File: config.mk
export PLATFORM = sky130hd
export DESIGN_NAME = uart_rx
export DESIGN_NICKNAME = d
export VERILOG_FILES = /design/src/rtl/uart_pkg.sv /design/src/rtl/uart_rx_sync.sv /design/src/rtl/uart_rx.sv
export SDC_FILE = /design/constraint.sdc
export NUM_CORES = 1
export LEC_CHECK = 0
export CAP_MARGIN = 20
export CORE_ASPECT_RATIO = 0.5
export CORE_MARGIN = 1
export CORE_UTILIZATION = 61
export DETAILED_ROUTE_END_ITERATION = 6
export PLACE_DENSITY = 0.89
export SYNTH_ARGS = -nofsm -noshare
export SYNTH_HDL_FRONTEND = slang
export SYNTH_SLANG_ARGS = --single-unit
File: constraint.sdc
create_clock -name clock -period 4 [get_ports clock]
set_input_delay 0.8 -clock clock [delete_from_list [all_inputs] [get_ports clock]]
set_output_delay 0.8 -clock clock [all_outputs]
set_load 0.01 [all_outputs]
File: src/rtl/uart_pkg.sv
// Shared UART definitions: FSM state encoding, line-control field positions
// and the parity helper used by both the receive and transmit paths.
package uart_pkg;

  localparam logic [2:0] ST_IDLE     = 3'd0;
  localparam logic [2:0] ST_START    = 3'd1;
  localparam logic [2:0] ST_DATA     = 3'd2;
  localparam logic [2:0] ST_PARITY   = 3'd3;
  localparam logic [2:0] ST_STOP     = 3'd4;
  localparam logic [2:0] ST_WAITHIGH = 3'd5;

  typedef enum logic [2:0] {
    S_IDLE     = ST_IDLE,
    S_START    = ST_START,
    S_DATA     = ST_DATA,
    S_PARITY   = ST_PARITY,
    S_STOP     = ST_STOP,
    S_WAITHIGH = ST_WAITHIGH
  } uart_rx_state_e;

  localparam int CFG_LEN_LO  = 0;
  localparam int CFG_LEN_HI  = 1;
  localparam int CFG_STOP2   = 2;
  localparam int CFG_PAR_EN  = 3;
  localparam int CFG_EVEN    = 4;
  localparam int CFG_STICK   = 5;

  // Expected parity bit for a character; bits above the configured width are ignored.
  function automatic logic uart_parity(input logic [7:0] data, input logic [5:0] cfg);
    logic [7:0] mask;
    logic       res;
    mask = 8'hFF >> (2'd3 - cfg[CFG_LEN_HI:CFG_LEN_LO]);
    if (cfg[CFG_STICK]) begin
      res = ~cfg[CFG_EVEN];
    end else begin
      res = ~(^(data & mask) ^ cfg[CFG_EVEN]);
    end
    return res;
  endfunction

endpackage

File: src/rtl/uart_rx_sync.sv
// Two-flop synchronizer for the asynchronous serial line; resets to the idle (high) level.
module uart_rx_sync (
  input  logic clk_i,
  input  logic rst_ni,
  input  logic async_i,
  output logic sync_o
);

  logic meta_q;
  logic sync_q;

  // Two-stage capture of the pad signal.
  always_ff @(posedge clk_i or negedge rst_ni) begin
    if (!rst_ni) begin
      meta_q <= 1'b1;
      sync_q <= 1'b1;
    end else begin
      meta_q <= async_i;
      sync_q <= meta_q;
    end
  end

  assign sync_o = sync_q;

endmodule

File: src/rtl/uart_rx.sv
// UART receiver: 16x oversampled de-framing of start, 5-8 data, optional parity
// and stop bits, writing each character plus status flags into the RX FIFO.
module uart_rx
  import uart_pkg::*;
(
  input  logic       clock,
  input  logic       reset,
  input  logic       baudRateX16tick,
  input  logic [6:0] controlReg,
  input  logic       uartRxLine,
  input  logic       fifoFull,
  output logic [7:0] fifoData,
  output logic       fifoWe,
  output logic       parityError,
  output logic       frameError,
  output logic       breakDetected,
  output logic       overrunError,
  output logic       busy
);

  logic           rx_s;
  logic           unused_cfg_s;
  uart_rx_state_e state_q, state_d;
  logic [3:0]     tick_cnt_q, tick_cnt_d;
  logic [2:0]     bit_cnt_q, bit_cnt_d;
  logic [5:0]     cfg_q, cfg_d;
  logic [7:0]     shift_q, shift_d;
  logic           prev_q, prev_d;
  logic           par_err_q, par_err_d;
  logic           any_one_q, any_one_d;
  logic           pend_q, pend_d;
  logic [7:0]     pend_data_q, pend_data_d;
  logic           pend_pe_q, pend_pe_d;
  logic           pend_fe_q, pend_fe_d;
  logic           pend_brk_q, pend_brk_d;
  logic [7:0]     data_q, data_d;
  logic           we_q, we_d;
  logic           pe_q, pe_d;
  logic           fe_q, fe_d;
  logic           brk_q, brk_d;
  logic           ovr_q, ovr_d;
  logic           busy_q, busy_d;
  logic [2:0]     last_bit_s;

  assign unused_cfg_s = controlReg[6];
  assign last_bit_s   = {1'b0, cfg_q[CFG_LEN_HI:CFG_LEN_LO]} + 3'd4;

  uart_rx_sync u_sync (
    .clk_i  (clock),
    .rst_ni (reset),
    .async_i(uartRxLine),
    .sync_o (rx_s)
  );

  // Frame FSM: every sampling decision happens on a baud tick.
  always_comb begin
    state_d     = state_q;
    tick_cnt_d  = tick_cnt_q;
    bit_cnt_d   = bit_cnt_q;
    cfg_d       = cfg_q;
    shift_d     = shift_q;
    prev_d      = prev_q;
    par_err_d   = par_err_q;
    any_one_d   = any_one_q;
    pend_d      = 1'b0;
    pend_data_d = pend_data_q;
    pend_pe_d   = pend_pe_q;
    pend_fe_d   = pend_fe_q;
    pend_brk_d  = pend_brk_q;
    if (baudRateX16tick) begin
      prev_d     = rx_s;
      tick_cnt_d = tick_cnt_q + 4'd1;
      case (state_q)
        S_IDLE: begin
          tick_cnt_d = 4'd0;
          if (!rx_s && prev_q) begin
            state_d   = S_START;
            cfg_d     = controlReg[5:0];
            shift_d   = 8'h00;
            bit_cnt_d = 3'd0;
            par_err_d = 1'b0;
            any_one_d = 1'b0;
          end else begin
            state_d = S_IDLE;
          end
        end
        S_START: begin
          if (tick_cnt_q == 4'd7) begin
            tick_cnt_d = 4'd0;
            state_d    = rx_s ? S_IDLE : S_DATA;
          end else begin
            state_d = S_START;
          end
        end
        S_DATA: begin
          if (tick_cnt_q == 4'd15) begin
            shift_d[bit_cnt_q] = rx_s;
            any_one_d          = any_one_q | rx_s;
            bit_cnt_d          = bit_cnt_q + 3'd1;
            if (bit_cnt_q == last_bit_s) begin
              state_d = cfg_q[CFG_PAR_EN] ? S_PARITY : S_STOP;
            end else begin
              state_d = S_DATA;
            end
          end else begin
            state_d = S_DATA;
          end
        end
        S_PARITY: begin
          if (tick_cnt_q == 4'd15) begin
            par_err_d = (rx_s != uart_parity(shift_q, cfg_q));
            any_one_d = any_one_q | rx_s;
            state_d   = S_STOP;
          end else begin
            state_d = S_PARITY;
          end
        end
        S_STOP: begin
          if (tick_cnt_q == 4'd15) begin
            pend_d      = 1'b1;
            pend_data_d = shift_q;
            pend_pe_d   = par_err_q;
            pend_fe_d   = ~rx_s;
            pend_brk_d  = ~any_one_q & ~rx_s;
            state_d     = rx_s ? S_IDLE : S_WAITHIGH;
          end else begin
            state_d = S_STOP;
          end
        end
        S_WAITHIGH: begin
          state_d = rx_s ? S_IDLE : S_WAITHIGH;
        end
        default: begin
          state_d = S_IDLE;
        end
      endcase
    end else begin
      pend_d = 1'b0;
    end
  end

  // FIFO write / overrun one cycle after the stop sample; status holds until the next write.
  always_comb begin
    data_d = data_q;
    pe_d   = pe_q;
    fe_d   = fe_q;
    brk_d  = brk_q;
    we_d   = 1'b0;
    ovr_d  = 1'b0;
    busy_d = (state_d != S_IDLE);
    if (pend_q) begin
      if (!fifoFull) begin
        we_d   = 1'b1;
        data_d = pend_data_q;
        pe_d   = pend_pe_q;
        fe_d   = pend_fe_q;
        brk_d  = pend_brk_q;
      end else begin
        ovr_d = 1'b1;
      end
    end else begin
      we_d = 1'b0;
    end
  end

  // State and output registers.
  always_ff @(posedge clock or negedge reset) begin
    if (!reset) begin
      state_q     <= S_IDLE;
      tick_cnt_q  <= 4'd0;
      bit_cnt_q   <= 3'd0;
      cfg_q       <= 6'd0;
      shift_q     <= 8'h00;
      prev_q      <= 1'b1;
      par_err_q   <= 1'b0;
      any_one_q   <= 1'b0;
      pend_q      <= 1'b0;
      pend_data_q <= 8'h00;
      pend_pe_q   <= 1'b0;
      pend_fe_q   <= 1'b0;
      pend_brk_q  <= 1'b0;
      data_q      <= 8'h00;
      we_q        <= 1'b0;
      pe_q        <= 1'b0;
      fe_q        <= 1'b0;
      brk_q       <= 1'b0;
      ovr_q       <= 1'b0;
      busy_q      <= 1'b0;
    end else begin
      state_q     <= state_d;
      tick_cnt_q  <= tick_cnt_d;
      bit_cnt_q   <= bit_cnt_d;
      cfg_q       <= cfg_d;
      shift_q     <= shift_d;
      prev_q      <= prev_d;
      par_err_q   <= par_err_d;
      any_one_q   <= any_one_d;
      pend_q      <= pend_d;
      pend_data_q <= pend_data_d;
      pend_pe_q   <= pend_pe_d;
      pend_fe_q   <= pend_fe_d;
      pend_brk_q  <= pend_brk_d;
      data_q      <= data_d;
      we_q        <= we_d;
      pe_q        <= pe_d;
      fe_q        <= fe_d;
      brk_q       <= brk_d;
      ovr_q       <= ovr_d;
      busy_q      <= busy_d;
    end
  end

  assign fifoData      = data_q;
  assign fifoWe        = we_q;
  assign parityError   = pe_q;
  assign frameError    = fe_q;
  assign breakDetected = brk_q;
  assign overrunError  = ovr_q;
  assign busy          = busy_q;

endmodule

======== After elaboration in Yosys (flattened, before gate mapping) ========
Cells that the tools add are included.
storage, ports and cells
  register bits after elaboration ......... 55
  bits of input ports ..................... 12
  output and inout port bits .............. 14
  word-level logic and storage cells ...... 105
cells by class
  add/sub/neg operators ................... 4
  order comparisons ....................... 2
  equality and inequality tests ........... 13
  shift operators ......................... 1
  muxes and demuxes ....................... 38
  bitwise operators ....................... 9
  reduce and logical (&&, ||, !) cells .... 16
operators with widths
  kind                                                 number
  two-way mux 3 bit                                    9
  case mux 3 bit (6 select lines)                      1
  two-way mux 1 bit                                    16
  two-way mux 8 bit                                    2
  case mux 8 bit (2 select lines)                      1
  AND reduction 4 bit                                  3
  bitwise AND 8 bit                                    1
  bitwise mux 8 bit                                    1
  case mux 4 bit (2 select lines)                      1
  parity 8 bit                                         1
  >> shifter 8 x 2 -> 8 bit (first input constant)     1
  == test 3 x 2 -> 1 bit (second input constant)       2
  == test 3 bit (second input constant)                2
  inequality test 2 bit (second input constant)        3
  case mux 3 bit (2 select lines)                      1
  AND reduction 3 bit                                  2
  nonzero test 2 bit                                   3
  inverter 1 bit                                       5
  adder 4 x 1 -> 4 bit (second input constant)         1
  == test 4 x 3 -> 1 bit (second input constant)       1
  == test 4 bit (second input constant)                1
  < comparator 3 x 4 -> 1 bit (second input constant)  1
  two-way mux 2 bit                                    2
  two-way mux 4 bit                                    1
  other kinds (19)                                     21

======== Logic depth before layout (Yosys ltp) ========
  word-level depth ........................ 13
  depth in mapped cells ................... 8
  mapped depth without buffers ............ 7

======== By module ========
Synthesis repeated with hierarchy kept, for this count alone.
second synthesis, totals
  cells, all modules ...................... 220
  area, all modules ....................... 2588.7 µm²
by module, submodules not included
  module        times used  cells each  area an instance (µm²)  seq. area each (µm²)
  uart_rx       1           218         2536.2                  1302.5
  uart_rx_sync  1           2           52.6                    52.6

======== Least setup slack after synthesis ========
No wires, ideal clock.
  path type ............................... input to register
  start point ............................. in baudRateX16tick
  end point ............................... reg cfg_q[3]
  arrival ................................. 1794 ps
  slack ................................... 2081 ps
  stages on the path ...................... 5
  buffers on the path ..................... 2
  path through ............................ nand2b_1 -> or3_1 -> buf_2 -> buf_6 -> mux2_4
on the way
  longest elaborated chain between the ends .. 1
ends and longest elaborated chain
  what                                  line            text
  start: declaration                    uart_rx.sv:8    input logic baudRateX16tick,
  AND reduction 3 bit (no source line)  n/a
  end signal: assignment                uart_rx.sv:193  cfg_q <= cfg_d;
  end: declaration                      uart_rx.sv:26   logic [5:0] cfg_q, cfg_d;
Every way passes these cells.
A chain may end at the register's enable or synchronous reset.

======== Final worst setup path ========
  start point ............................. in baudRateX16tick
  end point ............................... reg pend_pe_q
on the way
  longest elaborated chain between the ends .. 1
ends and longest elaborated chain
  what                                  line            text
  AND reduction 3 bit (no source line)  n/a
  end signal: assignment                uart_rx.sv:200  pend_pe_q <= pend_pe_d;
  end: declaration                      uart_rx.sv:33   logic pend_pe_q, pend_pe_d;
Every way passes these cells.

==> metrics.txt <==
status completed; Worst setup SP type primary input; Worst Tran Pin Value 0.752 ns; VDD IR-drop max 330 uV; # setup viols final 0; # fillers between 200 and 300; Bufs and invs on worst path 3; Placement Setup Slack about 1.2 ns; CP peak stage delay 0.42 ns; initial drt markers 75; clock latency reported for the late side of the worst-skew pair just over 0.3 ns; antenna violations before repair 0; Post-DP HPWL 3.24 mm; GRT Util Overall 22.9%; PortBufs 23; Seq cells post-synth 54; Setup Buffers After CTS 0; Area Growth Syn to Fin 11.9%; top-level I/O count 26; TritonCTS clock tree built; CTS Root Cell clkbuf_8; Final ANT Viol Nets 0; number of diodes 0; DRC viols 0; worst-path maximum fanout 15; Hold Path Stages 0; remaining global-route overflow 0; core area 0.00404 mm2; Mapped Cells 240; Wirelength per Cell 14.8 um; Clock transition at path regs 0.09 ns; cell row count 16; clk buf depth 2; final worst-path cycle share between 60% and 70%; Total Wirelength 4.66 mm; Synth Net Count ~250; setup total negative slack 0 ns; Max Clock Freq 403 MHz; Crit path depth 8; Synth Cell Area 0.00266 mm2; Hold Crit Class reg -> reg; largest net degree at the start of global routing 35; die width ~95 um; global-route wire length before repair roughly 8.0 mm; footprint of the multi-input gates 0.00118 mm2; EDFF count, synth 0; Die H 48.7 um; Initial Util 65.8%; vias per cell 5.76; leakage power 1.37 nW; Fin. Hold Viols 0; final setup skew roughly 0.0095 ns; final core occ 73.7%; PD cells 478 mW/mm2; CTS Buf Count 5; final instance area 0.00298 mm2; Worst Setup End Kind flop; synth warn 0; vias in the first global route 1711; post-layout min period approximately 2.5 ns; fin. max-slew vios 0; final net count 273; max_cap viols 0; sequential element share of the synthesized area between 50 and 60%; worst setup margin 1.52 ns; RSZ-0062 raised after global routing no; syn_area_per_cell 11.1 um2; Crit path top cell by count nand2_1; H-tree depth 2; R2R depth 6; async set-reset flop share out of synthesis 100%; Area after DPL 0.00286 mm2; Distinct cells, synth 53; CTS Hold Buffers Added 0; total number of vias 1809; crit-path cells clkdlybuf4s50_1 -> buf_4 -> nand2b_1 -> nor2_1 -> nand3b_1 -> clkinv_1 -> nand2_1 -> nand2_1; # clock sinks 54; total die area 0.00465 mm2; kind of cell adding the most delay to the critical path buffers and inverters; Placer Congestion 0.907; critical path's slowest cell nand3b_1; Post-synth top flop dfrtp_1; cells resized by post-CTS repair 0; drt pass-1 iters 4; CP Data Arrival Time approximately 2.7 ns; critical path required time 4.21 ns; layout cells sized above 1 15.8%; Reg area 0.00136 mm2; WS Path Type in -> reg; Slew Limit Headroom 49.9%
==> kinds of logic (layout without fill, tap and decap cells) <==
kind of cell,Yosys count,in the layout,synth area share [%]
AND/OR/NAND/NOR,102,102,20.2
adder cells (fa/ha/maj),2,2,0.940
AO/OA/AOI/OAI,31,31,8.75
buffers and inverters,17,37,4.75
XOR/XNOR,9,9,4.00
multiplexers,25,25,10.5
flip-flops,54,54,50.9
==> Yosys cell counts (2+ instances only) <==
library cell	instances	area share [%]
a21oi_1	4	0.75
and3b_1	2	0.66
buf_6	5	2.1
clkbuf_1	4	0.56
clkbuf_8	2	1.0
dfrtp_1	51	48
dfstp_2	3	3.0
ha_1	2	0.94
inv_1	3	0.42
mux2_2	15	6.3
mux2_4	2	1.1
mux2i_1	8	3.0
nand2_1	53	7.5
nand2b_1	7	1.6
nand3_1	5	0.94
nand4_1	3	0.71
nand4b_1	3	0.99
nor2_1	10	1.4
nor2b_1	2	0.47
nor3_1	3	0.56
nor4b_1	2	0.66
nor4b_4	2	1.8
o21ai_0	11	2.1
o31ai_1	2	0.56
or3_1	2	0.47
xnor2_1	4	1.3
xnor3_1	2	1.7
xor2_1	3	0.99
==> where the power goes <==
group          switching, mW  leakage [nW]  total [mW]  internal [mW]
Sequential             0.118         0.719       0.742          0.624
Combinational          0.131         0.585       0.298          0.167
Clock                  0.177        0.0618       0.383          0.206
Total                  0.426          1.37        1.42          0.997
==> path summary, 6_finish.rpt <==
| path | from | to | slack (ns) |
|---|---|---|---|
| max | baudRateX16tick | pend_pe_q | 1.52 |
| min | u_sync.meta_q | u_sync.sync_o | 0.36 |
| max reg2reg | tick_cnt_q[0] | shift_q[5] | 1.88 |
| min reg2reg | u_sync.meta_q | u_sync.sync_o | 0.36 |
| max in group asynchronous | reset | cfg_q[0] | 2.70 |
| min in group asynchronous | reset | pend_data_q[1] | 0.55 |
==> per-layer routing <==
metal | track usage [%] | vias up | routed length [um]
li1 | - | 876 | -
met1 | 32.5 | 885 | 2210
met2 | 35.0 | 38 | 2150
met3 | 5.66 | 10 | 236
met4 | 7.21 | 0 | 64
met5 | 0 | - | 0
==> through the flow <==
stage          instances  hold WS [ns]  power [mW]
4_1_cts              314         0.362        1.43
5_1_grt              314         0.365        1.51
2_1_floorplan        240         0.345       0.983
6_report             314         0.361        1.42
3_5_place_dp         306         0.348        1.05
3_3_place_gp         306         0.346        1.03
==> worst register-to-register path: stages, from the launching register on <==
cell,delay (ns)
dfrtp_1,0.40
ha_1,0.25
and3_1,0.35
nand2_1,0.15
a211oi_2,0.50
nand4b_1,0.19
mux2i_1,0.16
==> registers in the layout, indices dropped and copies added (netlist names), 3 cells and up <==
register and flops:
fifoData 8, pend_data_q 8, shift_q 8, cfg_q 5
tick_cnt_q 4, bit_cnt_q 3, state_q 3
==> layout by cell type, fill, tap and decap left out, types with 3 or more instances in the layout <==
master | synthesis | layout
nand2_1 | 53 | 53
dfrtp_1 | 51 | 51
clkdlybuf4s50_1 | 0 | 22
mux2_2 | 15 | 15
o21ai_0 | 11 | 11
nor2_1 | 10 | 10
mux2i_1 | 8 | 8
nand2b_1 | 7 | 7
clkbuf_8 | 2 | 6
nand3_1 | 5 | 5
xnor2_1 | 4 | 4
a21oi_1 | 4 | 4
inv_1 | 3 | 3
xor2_1 | 3 | 3
nor3_1 | 3 | 3
nand4_1 | 3 | 3
nand4b_1 | 3 | 3
dfstp_2 | 3 | 3
==> layout make-up <==
class / count / share of cell area (%)
Clock buffer: 6 / 2.77
Clock inverter: 2 / 1.30
Inverter: 4 / 0.504
Multi-Input combinational cell: 169 / 39.6
Sequential cell: 54 / 45.5
Tap cell: 54 / 2.27
Timing Repair Buffer: 25 / 8.06
No activity file was read; power rests on OpenSTA's default activity.
